**config.mk**
```make
export PLATFORM = sky130hd
export DESIGN_NAME = mem_port_arbiter
export DESIGN_NICKNAME = d
export VERILOG_FILES = /design/src/rtl/mem_port_arbiter.sv
export SDC_FILE = /design/constraint.sdc
export NUM_CORES = 1
export LEC_CHECK = 0
export BUFFER_PORTS_ARGS = -buffer_cell sky130_fd_sc_hd__buf_2
export CORE_AREA = 2 2 92 94
export CTS_BUF_LIST = sky130_fd_sc_hd__clkbuf_8
export CTS_CLUSTER_DIAMETER = 150
export DETAILED_ROUTE_END_ITERATION = 6
export DIE_AREA = 0 0 94 96
export REMOVE_ABC_BUFFERS = 1
export SETUP_SLACK_MARGIN = 0.3
export SKIP_LAST_GASP = 1
export SYNTH_ARGS = -nofsm -noshare
export SYNTH_HDL_FRONTEND = slang
export SYNTH_SLANG_ARGS = --single-unit
```
**constraint.sdc**
```tcl
create_clock -name clk -period 2.5 [get_ports clk]
set_clock_uncertainty 0.1 [all_clocks]
set_input_delay 0 -clock clk [delete_from_list [all_inputs] [get_ports clk]]
set_output_delay 0 -clock clk [all_outputs]
set_load 0.02 [all_outputs]
```
**src/rtl/mem_port_arbiter.sv**
```systemverilog
// mem_port_arbiter: two-port (A fetch, B data) arbiter onto one memory port; ARB_FIXED_PRIO_EN selects fixed B priority instead of round-robin
// Ports: clk/reset; port A a_req/a_addr/a_ack; port B b_req/b_we/b_addr/b_wdata/b_ack;
//        memory mem_req/mem_we/mem_addr/mem_wdata/mem_ready/mem_rdata; rdata to both ports; sel = registered owner
module mem_port_arbiter #(
  parameter int ADDR_W = 32,
  parameter int DATA_W = 32
) (
  input  logic              clk,
  input  logic              reset,
  input  logic              a_req,
  input  logic [ADDR_W-1:0] a_addr,
  output logic              a_ack,
  input  logic              b_req,
  input  logic              b_we,
  input  logic [ADDR_W-1:0] b_addr,
  input  logic [DATA_W-1:0] b_wdata,
  output logic              b_ack,
  output logic              mem_req,
  output logic              mem_we,
  output logic [ADDR_W-1:0] mem_addr,
  output logic [DATA_W-1:0] mem_wdata,
  input  logic              mem_ready,
  input  logic [DATA_W-1:0] mem_rdata,
  output logic [DATA_W-1:0] rdata,
  output logic              sel
);
  typedef enum logic [1:0] {IDLE, BUSY_A, BUSY_B} state_t;
  state_t r_state;
  logic   r_sel;
  logic   w_tie_b;
  logic   w_grant_b;
`ifdef ARB_FIXED_PRIO_EN
  assign w_tie_b = 1'b1;
`else
  logic r_last;
  // r_last = 1 means B was granted last, so a tie goes to A
  assign w_tie_b = ~r_last;
  always_ff @(posedge clk)
    if (reset) r_last <= 1'b1;
    else if (r_state == IDLE && (a_req || b_req)) r_last <= w_grant_b;
`endif
  assign w_grant_b = b_req & (~a_req | w_tie_b);
  always_ff @(posedge clk)
    if (reset) begin
      r_state <= IDLE;
      r_sel   <= 1'b0;
    end else if (r_state == IDLE) begin
      if (a_req || b_req) begin
        r_state <= w_grant_b ? BUSY_B : BUSY_A;
        r_sel   <= w_grant_b;
      end
    end else if (mem_ready) r_state <= IDLE;
  // acks are suppressed while reset is asserted so an abandoned access never completes
  assign a_ack     = (r_state == BUSY_A) & mem_ready & ~reset;
  assign b_ack     = (r_state == BUSY_B) & mem_ready & ~reset;
  assign mem_req   = r_state != IDLE;
  assign mem_we    = (r_state == BUSY_B) & b_we;
  assign mem_addr  = r_sel ? b_addr : a_addr;
  assign mem_wdata = r_sel ? b_wdata : '0;
  assign rdata     = mem_rdata;
  assign sel       = r_sel;
endmodule

```
Yosys cells after proc, flatten, opt, wreduce, memory -nomap -nowiden
Cells that the tools add are included.
- register bits: 4
- input port bits: 134
- output and inout bits: 101
- equal/unequal tests: 3
- multiplexer cells: 6
- bitwise operators: 10
- reductions and logical operators: 7
- operators with widths (kind ; count):
    $mux W32 ; 2
    $mux W2 ; 4
    $and A1 B1 Y1 ; 6
    $reduce_and A2 Y1 ; 2
    $reduce_bool A2 Y1 ; 2
    $not A1 Y1 ; 3
    $eq A2 B1 Y1 const B ; 1
    $eq A2 B2 Y1 const B ; 1
    $logic_not A2 Y1 ; 1
    $ne A2 B1 Y1 const B ; 1
    $logic_and A1 B1 Y1 ; 1
    $logic_or A1 B1 Y1 ; 1
    $or A1 B1 Y1 ; 1

Logic depth before layout (Yosys ltp)
- depth in word-level cells: 6
- mapped depth: 4

Worst setup path after synthesis
OpenSTA, ideal clock, no wires.
- kind: flip-flop to output port
- from: register r_sel (netlist: sel)
- to: output port mem_addr[14]
- arrival time: 1224 ps
- required time: 2400 ps
- setup slack: 1176 ps
- cell stages (with the launch flop): 4
- cells stage by stage: dfxtp_1 > buf_4 > buf_4 > mux2_1
- word-level cells in the longest chain between the ends: 1
- RTL lines (what ; line ; source):
    from (decl) ; 29 ; logic r_sel;
    from (signal assigned) ; 50 ; r_sel <= w_grant_b;
    $mux W32 ; 58 ; assign mem_addr = r_sel ? b_addr : a_addr;
    to (decl) ; 20 ; output logic [ADDR_W-1:0] mem_addr,
No other way between the ends.

==> impl_metrics.yaml <==
setup_path:
  critical_path_buf_inv_count: 3
  top_cell_family_by_delay_on_the_critical_path: "buffers and inverters"
  ordered_cell_list_for_the_critical_path: "dlygate4sd3_1 -> buf_2 -> or4b_4 -> o32ai_2 -> dlygate4sd3_1"
  critical_path_required_ns: 2.55
  crit_path_start_kind: "input pin"
  critPathMaxFanout: 6
  critical_path.most_common_cell: "dlygate4sd3_1"
  timing_worst_setup_path_type: "input pin to flip-flop"
  worst_path_max_delay_cell: "dlygate4sd3_1"
  highest_cell_delay_on_the_worst_timing_path_ns: 0.57
  cp.arrival_ns: 1.87
  critical_path.endpoint_type: "flip-flop"
synth:
  ys_ff_latch: 4
  synth-async-reset-ratio_pct: 0
  synth_simple_gate_area_share_pct: 25.6
  synth_most_common_cell: "buf_4"
  synth_cell_type_count: 17
  synth.top_cell.area_share_pct: 24.8
  ys.flop_type: "dfxtp_1"
  ys_seq_area_share_pct: 7.55
  synth.top_cells.by_area: "buf_4 25%, mux2_1 21%, and2_1 19%"
  combinational_family_with_the_most_area_after_synthesis: "multiplexers"
  synth_fa_ha_area_share_pct: 0
  yosys-mux-area-fraction_pct: 34.0
  post_synth_xor_area_fraction_pct: 0
  synth.yosys.warnings: 0
  synth_cell_count_leaders: "35 x buf_4, 33 x and2_1, 20 x mux2_1"
  post_synth_inst_count: 125
  synth_area_per_cell_um2: 8.49
  synth_compound_gate_area_share_pct: 4.83
  synth_top_cell_by_area: "buf_4"
  synth-edff-count: 0
  post_synth_instance_area_um2: 1060
timing:
  timing.final.crit_share_pct: 72.4
  slew_headroom_pct: 64.2
  clock.fmax_mhz: 552
  rsz0062_at_grt: "no"
  tightest_slew_ns: 0.536
  drv_slew: 0
  timing.hold.ws_ns: 0.0341
  finalHoldViolCount: 0
  fin_tns_setup_ns: 0
  period_minus_slack_ns: 1.81
  finalSetupViolCount: 0
clock_tree:
  cts_repair_resize_count: 0
  cts_num_sinks: 4
  post_cts.repair.setup_buffers: 0
  clock_insertion_delay_worst_skew_ns: 0.21
  cts-hold-fix-buffers: 36
  count_of_h_tree_levels_built_during_cts: 1
  tritoncts_clock_tree: "done"
  cts.reportedPaths.clkPinSlew_ns: 0.03
  clock_path_buffers: 2
  total_cts_buffers: 3
  cts_root_buf: "clkbuf_8"
grt:
  grt_antenna_before_repair: 1
  grt_pass1_wl_mm: 8.11
  global_route.overflow_total: 0
  global_route.usage.total_pct: 11.9
  first_global_vias: 1387
  largest_net_degree_at_the_start_of_global_routing: 45
drt:
  num_vias: 1522
  drt_iter0_drc: 28
  wl_per_cell_um: 16.0
  drt_wl_total_mm: 6.40
  drc_errors: 0
  final_antenna_net_count: 0
  drt_first_pass_iters: 4
  routed_via_density: 3.80
outcome:
  outcome: "finished clean"
floorplanning:
  floorplan.die.width_um: 94
  num_rows: 33
  core_area_um2: 8050
  initial_utilization_pct: 13.2
  die_area_um2: 9020
  design.portCount: 235
  vert_die_dim_um: 96
run:
  maxCapViolCount: 0
place:
  placed_standard_cell_area_um2: 1790
  routabilityCongestion: 0.772
  detailedPlacementHpwl_mm: 5.21
  numPortBuffers: 170
cells_and_area:
  antenna_cells_inserted: 0
  net_count_final: 432
  fill_cells: 876
  register_area_um2: 81.3
  syn2layout_area_growth_pct: 106
  multiInputGateArea_um2: 683
  design_area_um2: 2190
  post_route_cells_drive_above_1_share_pct: 64.5
power_and_ir_drop:
  ir_worst_vdd_mv: 0.405
  leakagePower_nw: 1.21
  powerDensity_nw_per_um2: 337
  post-layout-total-power_mw: 0.736
hold_path:
  hold_class: "input pin to flip-flop"
layout by cell type, fill, tap and decap left out:
master / instances
buf_2: 170
dlygate4sd3_1: 36
and2_1: 33
mux2_1: 20
mux2_2: 12
inv_1: 5
nor3b_1: 3
clkbuf_8: 3
dfxtp_1: 3
o32ai_2: 2
nor2_1: 1
and4_2: 1
nor4b_1: 1
or4b_4: 1
nand2b_1: 1
a41o_1: 1
o221ai_1: 1
buf_12: 1
dfxtp_2: 1
registers in the layout, indices dropped and copies added, names as in the netlist:
name,cells
sel,1
r_last,1
r_state,2
per-layer routing:
metal,track usage (%),up-vias,share of wire [%]
li1,-,732,-
met1,18.1,700,46
met2,17.4,84,45
met3,2.74,4,7.8
met4,1.33,2,0.45
met5,0,-,0.16
worst register-to-register path: stages, from the launching register on:
cell	delay, ns
dfxtp_1	0.35
or4b_4	0.55
o32ai_2	0.10
dlygate4sd3_1	0.57
per-stage QoR:
| stage | instances | util (%) | worst slack, ns |
|---|---|---|---|
| 2_1_floorplan | 86 | - | 0.461 |
| 3_3_place_gp | 362 | 22.2 | 0.965 |
| 3_5_place_dp | 362 | 22.2 | 0.930 |
| 4_1_cts | 401 | 27.2 | 0.684 |
| 5_1_grt | 401 | 27.2 | 0.612 |
| 6_report | 401 | 27.2 | 0.689 |
cell families after synthesis:
family	after synthesis
flops	4
buf+inv	44
compound gates	4
simple gates	41
mux	32
path summary, 6_finish.rpt:
check | from | to | slack (ns) | cells past startpoint
max | reset | r_state[1] | 0.69 | 5
min reg2reg | r_last | r_last | 0.42 | 2
min | b_req | r_last | 0.03 | 3
max reg2reg | r_state[0] | r_state[1] | 0.77 | 3
power by group:
part / internal, mW / total [mW] / leakage [nW] / switching (mW)
registers: 0.0716 / 0.0911 / 0.0335 / 0.0194
clock network: 0.102 / 0.132 / 0.0216 / 0.0294
logic: 0.230 / 0.513 / 1.16 / 0.283
total: 0.404 / 0.736 / 1.21 / 0.332
final cells by class:
type	instances	area share, %
sequential	4	3.72
multi-input combinational	77	31.2
inverter	5	0.858
clock buffer	3	1.89
tap	105	6.01
timing repair buffer	207	56.3
Power figures use the tool's default switching activity.
